<file path="src/rtl/hdmi_tmds_pkg.sv">
// Shared TMDS constants, pipeline record types and popcount helper.
// Used by the encoder, its q_m stage and the reference decoder model.
package hdmi_tmds_pkg;

    localparam int LAT   = 4;
    localparam int CNT_W = 5;

    // Control symbols indexed by {C1,C0}
    localparam logic [9:0] CTL_CODE [4] = '{10'h354, 10'h0AB, 10'h154, 10'h2AB};
    localparam logic [9:0] GB_CODE_02   = 10'h2CC;
    localparam logic [9:0] GB_CODE_1    = 10'h133;

    typedef struct packed {
        logic       de;
        logic [1:0] ctl;
        logic [7:0] data;
    } pix_t;

    typedef struct packed {
        logic       de;
        logic [1:0] ctl;
        logic [8:0] qm;
        logic [3:0] n1;
        logic [3:0] n0;
    } qm_t;

    function automatic logic [3:0] popcount8(input logic [7:0] v);
        logic [3:0] c;
        c = '0;
        for (int i = 0; i < 8; i++) begin
            c = c + 4'(v[i]);
        end
        return c;
    endfunction

endpackage

</file>
<file path="src/rtl/hdmi_tmds_encode_if.sv">
// Pixel-side bundle of one TMDS channel: ce/de/ctl/data in, symbol and valid out.
// No clock inside; the encoder takes clock and reset as plain ports.
interface hdmi_tmds_encode_if;
    logic       i_ce;
    logic       i_de;
    logic [1:0] i_ctl;
    logic [7:0] i_data;
    logic [9:0] o_word;
    logic       o_valid;

    modport master (output i_ce, i_de, i_ctl, i_data, input o_word, o_valid);
    modport slave  (input i_ce, i_de, i_ctl, i_data, output o_word, o_valid);
endinterface

</file>
<file path="src/rtl/tmds_qm_stage.sv">
// Combinational TMDS transition-minimising stage: q_m[8:0] plus popcounts of q_m[7:0].
// Zero latency, no flow control; shared with the TMDS decoder model.
module tmds_qm_stage
    import hdmi_tmds_pkg::*;
(
    input  logic [7:0] data_i,
    output logic [8:0] qm_o,
    output logic [3:0] n1_o,
    output logic [3:0] n0_o
);

    logic [3:0] n1_data;
    logic       use_xnor;
    logic [8:0] qm;

    always_comb begin
        n1_data  = popcount8(data_i);
        use_xnor = (n1_data > 4'd4) || ((n1_data == 4'd4) && !data_i[0]);
        qm       = '0;
        qm[0]    = data_i[0];
        for (int i = 1; i < 8; i++) begin
            qm[i] = use_xnor ? ~(qm[i-1] ^ data_i[i]) : (qm[i-1] ^ data_i[i]);
        end
        qm[8] = ~use_xnor;
        qm_o  = qm;
        n1_o  = popcount8(qm[7:0]);
        n0_o  = 4'd8 - n1_o;
    end

endmodule

</file>
<file path="src/rtl/hdmi_tmds_encode.sv">
// Per-channel TMDS encoder with running disparity and optional HDMI video guard band.
// Latency 4 accepted beats; i_ce=0 freezes every register (no backpressure output).
module hdmi_tmds_encode
    import hdmi_tmds_pkg::*;
#(
    parameter int CHANNEL    = 0,
    parameter bit GUARD_BAND = 1'b0
)
(
    input  logic               i_clk,
    input  logic               i_reset_n,
    hdmi_tmds_encode_if.slave  bus
);

    localparam int BW = $clog2(LAT);
    localparam logic [9:0] GB_CODE = (CHANNEL == 1) ? GB_CODE_1 : GB_CODE_02;
    localparam logic signed [CNT_W-1:0] TWO = CNT_W'(2);

    pix_t                    s1_q, s1_d;
    qm_t                     s2_q, s2_d;
    logic [9:0]              word3_q, word3_d;
    logic [9:0]              word_q, word_d;
    logic signed [CNT_W-1:0] cnt_q, cnt_d;
    logic [BW-1:0]           beat_q, beat_d;
    logic                    valid_q, valid_d;

    logic [8:0]              qm;
    logic [3:0]              n1, n0;
    logic signed [CNT_W-1:0] n1_s, n0_s;
    logic                    q8, cnt_pos, cnt_neg, gb_ahead;
    logic [7:0]              qm8;

    tmds_qm_stage u_qm (
        .data_i (s1_q.data),
        .qm_o   (qm),
        .n1_o   (n1),
        .n0_o   (n0)
    );

    always_comb begin
        s1_d   = '{de: bus.i_de, ctl: bus.i_ctl, data: bus.i_data};
        s2_d   = '{de: s1_q.de, ctl: s1_q.ctl, qm: qm, n1: n1, n0: n0};
        word_d = word3_q;
    end

    // Lookahead: s1 holds the next symbol, the live input is the one after it.
    always_comb begin
        word3_d  = word3_q;
        cnt_d    = cnt_q;
        n1_s     = signed'({1'b0, s2_q.n1});
        n0_s     = signed'({1'b0, s2_q.n0});
        q8       = s2_q.qm[8];
        qm8      = s2_q.qm[7:0];
        cnt_neg  = cnt_q[CNT_W-1];
        cnt_pos  = !cnt_q[CNT_W-1] && (cnt_q != '0);
        gb_ahead = s1_q.de || bus.i_de;
        if (!s2_q.de) begin
            cnt_d   = '0;
            word3_d = (GUARD_BAND && gb_ahead) ? GB_CODE : CTL_CODE[s2_q.ctl];
        end else if ((cnt_q == '0) || (s2_q.n1 == s2_q.n0)) begin
            word3_d = {~q8, q8, q8 ? qm8 : ~qm8};
            cnt_d   = cnt_q + (q8 ? (n1_s - n0_s) : (n0_s - n1_s));
        end else if ((cnt_pos && (s2_q.n1 > s2_q.n0)) || (cnt_neg && (s2_q.n0 > s2_q.n1))) begin
            word3_d = {1'b1, q8, ~qm8};
            cnt_d   = cnt_q + (q8 ? TWO : '0) + n0_s - n1_s;
        end else begin
            word3_d = {1'b0, q8, qm8};
            cnt_d   = cnt_q - (q8 ? '0 : TWO) + n1_s - n0_s;
        end
    end

    always_comb begin
        beat_d  = beat_q;
        valid_d = valid_q;
        if (!valid_q) begin
            beat_d = beat_q + BW'(1);
            if (beat_q == BW'(LAT - 1)) begin
                valid_d = 1'b1;
            end
        end
    end

    always_ff @(posedge i_clk or negedge i_reset_n) begin
        if (!i_reset_n) begin
            s1_q    <= '0;
            s2_q    <= '0;
            word3_q <= CTL_CODE[0];
            word_q  <= CTL_CODE[0];
            cnt_q   <= '0;
            beat_q  <= '0;
            valid_q <= 1'b0;
        end else if (bus.i_ce) begin
            s1_q    <= s1_d;
            s2_q    <= s2_d;
            word3_q <= word3_d;
            word_q  <= word_d;
            cnt_q   <= cnt_d;
            beat_q  <= beat_d;
            valid_q <= valid_d;
        end
    end

    assign bus.o_word  = word_q;
    assign bus.o_valid = valid_q;

endmodule

</file>
<file path="src/flat_wrapper.sv">
// flat-port wrapper written by rule: the top's interface ports become plain ports
module hdmi_tmds_encode_flat import hdmi_tmds_pkg::*;
#(
    parameter int CHANNEL    = 0,
    parameter bit GUARD_BAND = 1'b0
)
  (i_clk, i_reset_n, bus_i_ce, bus_i_de, bus_i_ctl, bus_i_data, bus_o_word, bus_o_valid);
  hdmi_tmds_encode_if bus_i ();
  input  logic i_clk;
  input  logic i_reset_n;
  input wire logic [$bits(bus_i.i_ce)-1:0] bus_i_ce;
  input wire logic [$bits(bus_i.i_de)-1:0] bus_i_de;
  input wire logic [$bits(bus_i.i_ctl)-1:0] bus_i_ctl;
  input wire logic [$bits(bus_i.i_data)-1:0] bus_i_data;
  output wire logic [$bits(bus_i.o_word)-1:0] bus_o_word;
  output wire logic [$bits(bus_i.o_valid)-1:0] bus_o_valid;
  assign bus_i.i_ce = bus_i_ce;
  assign bus_i.i_de = bus_i_de;
  assign bus_i.i_ctl = bus_i_ctl;
  assign bus_i.i_data = bus_i_data;
  assign bus_o_word = bus_i.o_word;
  assign bus_o_valid = bus_i.o_valid;
  hdmi_tmds_encode #(.CHANNEL(CHANNEL), .GUARD_BAND(GUARD_BAND)) u_core (.i_clk(i_clk), .i_reset_n(i_reset_n), .bus(bus_i));
endmodule
</file>
<file path="config.mk">
export PLATFORM = sky130hd
export DESIGN_NAME = hdmi_tmds_encode_flat
export DESIGN_NICKNAME = d
export VERILOG_FILES = /design/src/rtl/hdmi_tmds_pkg.sv /design/src/rtl/hdmi_tmds_encode_if.sv /design/src/rtl/tmds_qm_stage.sv /design/src/rtl/hdmi_tmds_encode.sv /design/src/flat_wrapper.sv
export SDC_FILE = /design/constraint.sdc
export NUM_CORES = 1
export LEC_CHECK = 0
export ABC_AREA = 1
export CAP_MARGIN = 20
export CORE_AREA = 4 4 105 107
export DETAILED_ROUTE_END_ITERATION = 6
export DIE_AREA = 0 0 109 111
export PLACE_DENSITY = 0.67
export SLEW_MARGIN = 15
export SYNTH_ARGS = -nofsm -noshare
export SYNTH_HDL_FRONTEND = slang
export SYNTH_HIERARCHICAL = 1
export SYNTH_SLANG_ARGS = --single-unit
export TNS_END_PERCENT = 10
</file>
<file path="constraint.sdc">
create_clock -name i_clk -period 15.35 [get_ports i_clk]
set_clock_uncertainty 0.2 [all_clocks]
set_input_delay 3.07 -clock i_clk [delete_from_list [all_inputs] [get_ports i_clk]]
set_output_delay 3.07 -clock i_clk [all_outputs]
set_load 0.02 [all_outputs]
</file>
**Yosys cells after proc, flatten, opt, wreduce, memory -nomap -nowiden**

Cells that the tools add are included.

- Flip-flop bits (word level): 59
- Output and inout port bits: 11
- Logic and storage cells: 98

- Add/sub/neg operators: 25
- $lt $le $gt $ge: 4
- Equality and inequality tests: 3
- Muxes and demuxes: 22
- Bitwise logic cells: 19
- Reduce and logical (&&, ||, !) cells: 12

Operators by type and width:

| cell | number |
|---|---|
| two-way mux 10 bit | 5 |
| adder 4 x 1 -> 4 bit | 8 |
| binary-select mux 10 bit (select 2 bit) | 1 |
| two-way mux 5 bit | 4 |
| adder 5 x 4 -> 5 bit | 2 |
| adder 5 bit | 2 |
| NOT 1 bit | 10 |
| subtractor 4 x 4 -> 5 bit | 2 |
| subtractor 5 x 4 -> 5 bit | 2 |
| two-way mux 1 bit | 9 |
| adder 3 x 1 -> 4 bit | 2 |
| greater-than comparator 4 bit | 2 |
| two-way mux 8 bit | 1 |
| NOT 8 bit | 1 |
| bitwise XOR 1 bit | 7 |
| adder 2 x 1 -> 3 bit | 2 |
| logical NOT 5 bit | 1 |
| nonzero test 5 bit | 1 |
| subtractor 5 bit | 1 |
| adder 1 x 1 -> 2 bit | 2 |
| == test 4 x 3 -> 1 bit (second input constant) | 1 |
| == test 4 bit | 1 |
| greater-than comparator 4 x 3 -> 1 bit (second input constant) | 1 |
| logical AND 1 bit | 4 |
| 9 further kinds | 13 |

**Depth between registers and ports, before layout**

- Depth after elaboration: 31
- Mapped depth: 31
- Gate-level depth less buffers: 31

**Modules after synthesis**

Netlist, hierarchy kept.

Modules (own cells, without submodules):

| module | instances | cells each | area each (um^2) |
|---|---|---|---|
| hdmi_tmds_encode | 1 | 468 | 3,776.1 |
| tmds_qm_stage | 1 | 104 | 710.7 |

**Worst setup path before layout**

No wires, ideal clock.

- Path type: reg2reg
- Start point: register u_core/s1_q[0] (netlist bit)
- End point: register u_core.s2_q (netlist bit u_core/n0_s[2])
- Data arrival time: 5,845 ps
- Required time: 15,015 ps
- Slack: 9,169 ps
- Stages on the path, launching flop included: 25
- Clock period less this slack: 6,181 ps
- Cell sequence: dfrtp_1 > inv_1 > fa_1 > fa_1 > fa_1 > inv_1 > ha_1 > fa_1 > nor2_1 > nand2_1 > nand2_2 > nand2_4 > xor2_1 > inv_1 > fa_1 > fa_1 > fa_1 > inv_1 > ha_1 > fa_1 > inv_1 > ha_1 > xnor2_1 > nand2_1 > o21ai_0

- Cells in the longest elaborated chain, start to end: 31

RTL lines:

| what | RTL line | text |
|---|---|---|
| start: declaration | hdmi_tmds_encode.sv:19 | `pix_t s1_q, s1_d;` |
| start signal: assignment | hdmi_tmds_encode.sv:85 | `s1_q <= '0;` |
| start signal: assignment | hdmi_tmds_encode.sv:93 | `s1_q <= s1_d;` |
| branches (longest 10 deep; another with adder 3 x 1 -> 4 bit) | -- |  |
| two-way mux 1 bit (*) | tmds_qm_stage.sv:22 | `qm[i] = use_xnor ? ~(qm[i-1] ^ data_i[i]) : (qm[i-1] ^ data_i[i]);` |
| named net u_core.qm[1] | hdmi_tmds_encode.sv:27 | `logic [8:0] qm;` |
| branches (longest 18 deep; another with adder 3 x 1 -> 4 bit) | -- |  |
| adder 4 x 1 -> 4 bit (*) | hdmi_tmds_pkg.sv:31 | `c = c + 4'(v[i]);` |
| named net u_core.n1[1] | hdmi_tmds_encode.sv:28 | `logic [3:0] n1, n0;` |
| subtractor 4 bit (*) | tmds_qm_stage.sv:27 | `n0_o = 4'd8 - n1_o;` |
| named net u_core.n0[2] | hdmi_tmds_encode.sv:28 |  |
| end signal: assignment | hdmi_tmds_encode.sv:86 | `s2_q <= '0;` |
| end signal: assignment | hdmi_tmds_encode.sv:94 | `s2_q <= s2_d;` |
| end: declaration | hdmi_tmds_encode.sv:20 | `qm_t s2_q, s2_d;` |

Mark *: on every way through the listed nets, which the timed path passes.
A chain may end at the register's enable or synchronous reset.

**Worst setup path after layout**

- Start point: register u_core/s1_q[0] (netlist bit)
- End point: register u_core.s2_q (netlist bit u_core/n0_s[3])

The elaborated chain is that of the path after synthesis.

==> run_summary.xml <==
<?xml version="1.0" encoding="UTF-8"?>
<metrics>
  <group name="yosys">
    <metric name="netlist_instances" unit="">572</metric>
    <metric name="post_synth_main_area_contributors" unit="">dfrtp_1, nand2_1, ha_1</metric>
    <metric name="postSynth.asyncResetShare" unit="">1.00</metric>
    <metric name="ys_seq_area_frac" unit="">0.332</metric>
    <metric name="synth_enable_flop_cells" unit="">0</metric>
    <metric name="synth_area_per_cell" unit="sq um">7.84</metric>
    <metric name="post_synth_top_area_share" unit="">0.273</metric>
    <metric name="synth_seq_cells" unit="">59</metric>
    <metric name="yosys.area.top_type" unit="">dfrtp_1</metric>
    <metric name="synth_flop_cell" unit="">dfrtp_1</metric>
    <metric name="synth_net_count" unit="">645</metric>
    <metric name="netlist-cell-type-count" unit="">37</metric>
    <metric name="ys_warn_count" unit="">6</metric>
    <metric name="cell_area_after_synthesis" unit="sq um">4490</metric>
  </group>
  <group name="grt">
    <metric name="via_count_of_the_first_global_routing_pass" unit="">3610</metric>
    <metric name="grt_first_pass_wirelength" unit="um">16200</metric>
    <metric name="globalRouteTotalUtil" unit="">0.163</metric>
    <metric name="antenna_found_initial" unit="">0</metric>
    <metric name="global_route.overflow_total" unit="">0</metric>
    <metric name="grt_start_max_net_pins" unit="">74</metric>
  </group>
  <group name="timing">
    <metric name="achievable-frequency" unit="MHz">152</metric>
    <metric name="finalCritPeriodShare" unit="">0.428</metric>
    <metric name="max_slew.worst_pin.slew" unit="ns">1.03</metric>
    <metric name="count_of_pins_over_their_slew_limit" unit="">0</metric>
    <metric name="grt_setup_unrepaired" unit="">no</metric>
    <metric name="setup_tns" unit="ns">0</metric>
    <metric name="setup-violations-final" unit="">0</metric>
    <metric name="finalWorstPathRequiredPeriod" unit="ns">6.57</metric>
    <metric name="max-slew-margin-rel" unit="">0.311</metric>
    <metric name="hold_violations" unit="">0</metric>
  </group>
  <group name="cts">
    <metric name="cts.clk_slew.worst_paths" unit="ns">0.07</metric>
    <metric name="worst_skew_pair.late_latency" unit="ns">0.33</metric>
    <metric name="clock_tree_from_tritoncts" unit="">built</metric>
    <metric name="postCtsSetupRepairBufs" unit="">0</metric>
    <metric name="tritoncts_num_sinks" unit="">59</metric>
    <metric name="cts_inserted_buffers" unit="">9</metric>
    <metric name="cts_max_path_buffers" unit="">2</metric>
    <metric name="clk_root_buffer_cell" unit="">clkbuf_8</metric>
    <metric name="ctsHoldBuffers" unit="">0</metric>
    <metric name="htree_num_levels" unit="">3</metric>
    <metric name="cts.repair.resized" unit="">0</metric>
  </group>
  <group name="place">
    <metric name="gp_congestion" unit="">0.896</metric>
    <metric name="detailedPlacementHpwl" unit="um">6670</metric>
    <metric name="placement.io_buffers" unit="">24</metric>
  </group>
  <group name="critical_path">
    <metric name="crit_chain" unit="">inv_1, fa_1, fa_1, fa_1, inv_1, ha_1, fa_1, nor2_1, nand2_1, nand2_2, nand2_4, xor2_1, inv_1, fa_1, fa_1, fa_1, inv_1, ha_1, fa_1, xor2_1, nor3_1, xor2_1, nand2_1, o21ai_0</metric>
    <metric name="critical-path-top-cell-by-count" unit="">fa_1</metric>
    <metric name="crit_path_end_kind" unit="">register</metric>
    <metric name="required_arrival_time_at_the_worst_endpoint" unit="ns">15.33</metric>
    <metric name="reg2regPathDepth" unit="">24</metric>
    <metric name="timing.critical_path.slowest_stage_cell" unit="">fa_1</metric>
    <metric name="crit_arrival" unit="ns">6.54</metric>
    <metric name="timing.rr.end" unit="">u_core/n0_s[3]</metric>
    <metric name="critical_path_class" unit="">register to register</metric>
    <metric name="critical_path.reg2reg.startpoint" unit="">u_core/s1_q[0]</metric>
    <metric name="path_max_fanout" unit="">6</metric>
    <metric name="critical_path.max_stage_delay" unit="ns">0.58</metric>
    <metric name="ff2ff_setup_slack" unit="ns">8.78</metric>
    <metric name="critical_path_start_type" unit="">register</metric>
  </group>
  <group name="hold_path">
    <metric name="hold_path.startpoint" unit="">u_core/bus.o_word[6]</metric>
    <metric name="min-delay-path-class" unit="">register to register</metric>
    <metric name="worst_hold_path.endpoint" unit="">u_core/bus.o_word[6]</metric>
    <metric name="timing.hold.worst_path_depth" unit="">2</metric>
  </group>
  <group name="layout">
    <metric name="ant_cells" unit="">0</metric>
    <metric name="syn_to_final_growth" unit="%">11.1</metric>
    <metric name="multiInputGateArea" unit="sq um">2560</metric>
    <metric name="post_route_cells_drive_above_1_share" unit="">0.106</metric>
    <metric name="layout.area.seq" unit="sq um">1490</metric>
    <metric name="final_net_count" unit="">665</metric>
    <metric name="layout.filler_cells" unit="">980</metric>
  </group>
  <group name="die">
    <metric name="chipHeight" unit="um">111</metric>
    <metric name="dieWidth" unit="um">109</metric>
    <metric name="floorplan.rows" unit="">37</metric>
    <metric name="core_region_area" unit="sq um">10100</metric>
    <metric name="initial_utilization" unit="">0.443</metric>
    <metric name="fp.dieArea" unit="sq um">12100</metric>
    <metric name="floorplan.io_pins" unit="">25</metric>
  </group>
  <group name="detailed_routing">
    <metric name="drtPass1Iterations" unit="">4</metric>
    <metric name="remaining_routing_drc_violations" unit="">0</metric>
    <metric name="detail_routed_net_length_per_standard_cell" unit="um">12.2</metric>
    <metric name="drt_iter0_drc" unit="">195</metric>
    <metric name="routed_wirelength" unit="um">8910</metric>
    <metric name="postRouteAntennaNets" unit="">0</metric>
    <metric name="avgViaCountPerCell" unit="">4.83</metric>
    <metric name="via_count" unit="">3540</metric>
  </group>
  <group name="status">
    <metric name="run_status" unit="">complete, no violations</metric>
  </group>
  <group name="run">
    <metric name="maxCapViolCount" unit="">0</metric>
  </group>
</metrics>
logic make-up (layout without fill, tap and decap cells):
logic type               count (synthesis)  count (layout)  synth area share
AO/OA/AOI/OAI                           42              42            0.0524
XOR/XNOR                                15              15            0.0310
adder cells (fa/ha/maj)                 59              59             0.200
buffers and inverters                  110             135            0.0976
flip-flops                              59              59             0.332
multiplexers                             1               1           0.00251
AND/OR/NAND/NOR                        286             286             0.285
worst max-delay path, delay by kind of cell (launching register included):
kind | cells | cell delay (ns)
compound gates | 1 | 0.08
flops | 1 | 0.42
buf+inv | 4 | 0.29
fa+ha+maj | 10 | 4.25
simple gates | 6 | 0.55
xor+xnor | 3 | 0.64
layout make-up:
| class | count | area share |
|---|---|---|
| Timing Repair Buffer | 26 | 0.0492 |
| Clock buffer | 11 | 0.0284 |
| Sequential cell | 59 | 0.299 |
| Clock inverter | 5 | 0.00602 |
| Inverter | 93 | 0.0700 |
| Tap cell | 136 | 0.0341 |
| Multi-Input combinational cell | 403 | 0.514 |
layout by cell type, fill, tap and decap left out, types with 2 or more instances in the layout:
master / n
a21oi_1: 13
buf_2: 2
buf_4: 2
clkbuf_8: 10
clkdlybuf4s50_1: 22
clkinv_2: 3
clkinvlp_4: 2
dfrtp_1: 49
dfstp_2: 10
fa_1: 21
ha_1: 38
inv_1: 86
inv_2: 6
nand2_1: 189
nand2_2: 10
nand2_4: 6
nand3_1: 40
nand3_2: 5
nand4_1: 4
nor2_1: 26
o21ai_0: 19
o21ai_1: 4
o21bai_1: 2
xnor2_1: 5
xor2_1: 9
how the worst max path moves through the flow:
stage | to | slack (ns) | depth (start not counted) | start
finish | u_core/n0_s[3] | 8.78 | 24 | u_core/s1_q[0]
global route | u_core/n0_s[3] | 8.33 | 29 | u_core/s1_q[0]
CTS | u_core/n0_s[3] | 8.77 | 24 | u_core/s1_q[0]
detailed placement | u_core/n0_s[3] | 8.79 | 24 | u_core/s1_q[0]
global placement | u_core/n0_s[2] | 9.00 | 24 | u_core/s1_q[0]
floorplan | u_core/n0_s[2] | 9.17 | 24 | u_core/s1_q[0]
metal layers:
metal  GRT usage  wire length, um
met1       0.213             4130
met2       0.273             4510
met3      0.0326              214
met5           0                0
met4      0.0455               61
synthesized netlist by cell type (6+ instances only):
cell	count
clkbuf_1	8
o21ai_0	19
nand2_4	6
dfrtp_1	49
nand3_1	40
fa_1	21
nand2_2	10
nand2_1	189
a21oi_1	13
inv_2	6
nor2_1	26
dfstp_2	10
ha_1	38
inv_1	86
xor2_1	9
flip-flops by register name, summed over array words and instances, names as in the netlist, 3 cells and up:
name and count:
u_core/cnt_q 5, u_core/word3_q 10, u_core/s2_q 3, u_core/n1_s 4, u_core/bus.o_word 10, u_core/s1_q 11, u_core/qm8 8, u_core/n0_s 4
through the flow:
stage / utilization / worst slack, ns / instances / instance area [sq um] / hold slack (ns)
floorplan: - / 9.17 / 572 / 4490 / 0.242
global placement: 0.475 / 9.00 / 717 / 4810 / 0.251
detailed placement: 0.475 / 8.79 / 717 / 4810 / 0.255
CTS: 0.492 / 8.77 / 733 / 4980 / 0.265
global route: 0.492 / 8.33 / 733 / 4980 / 0.284
finish: 0.492 / 8.78 / 733 / 4980 / 0.261
Power is not shown: default switching activity piles up to over one toggle a cycle in this logic, so the estimate is an artifact.
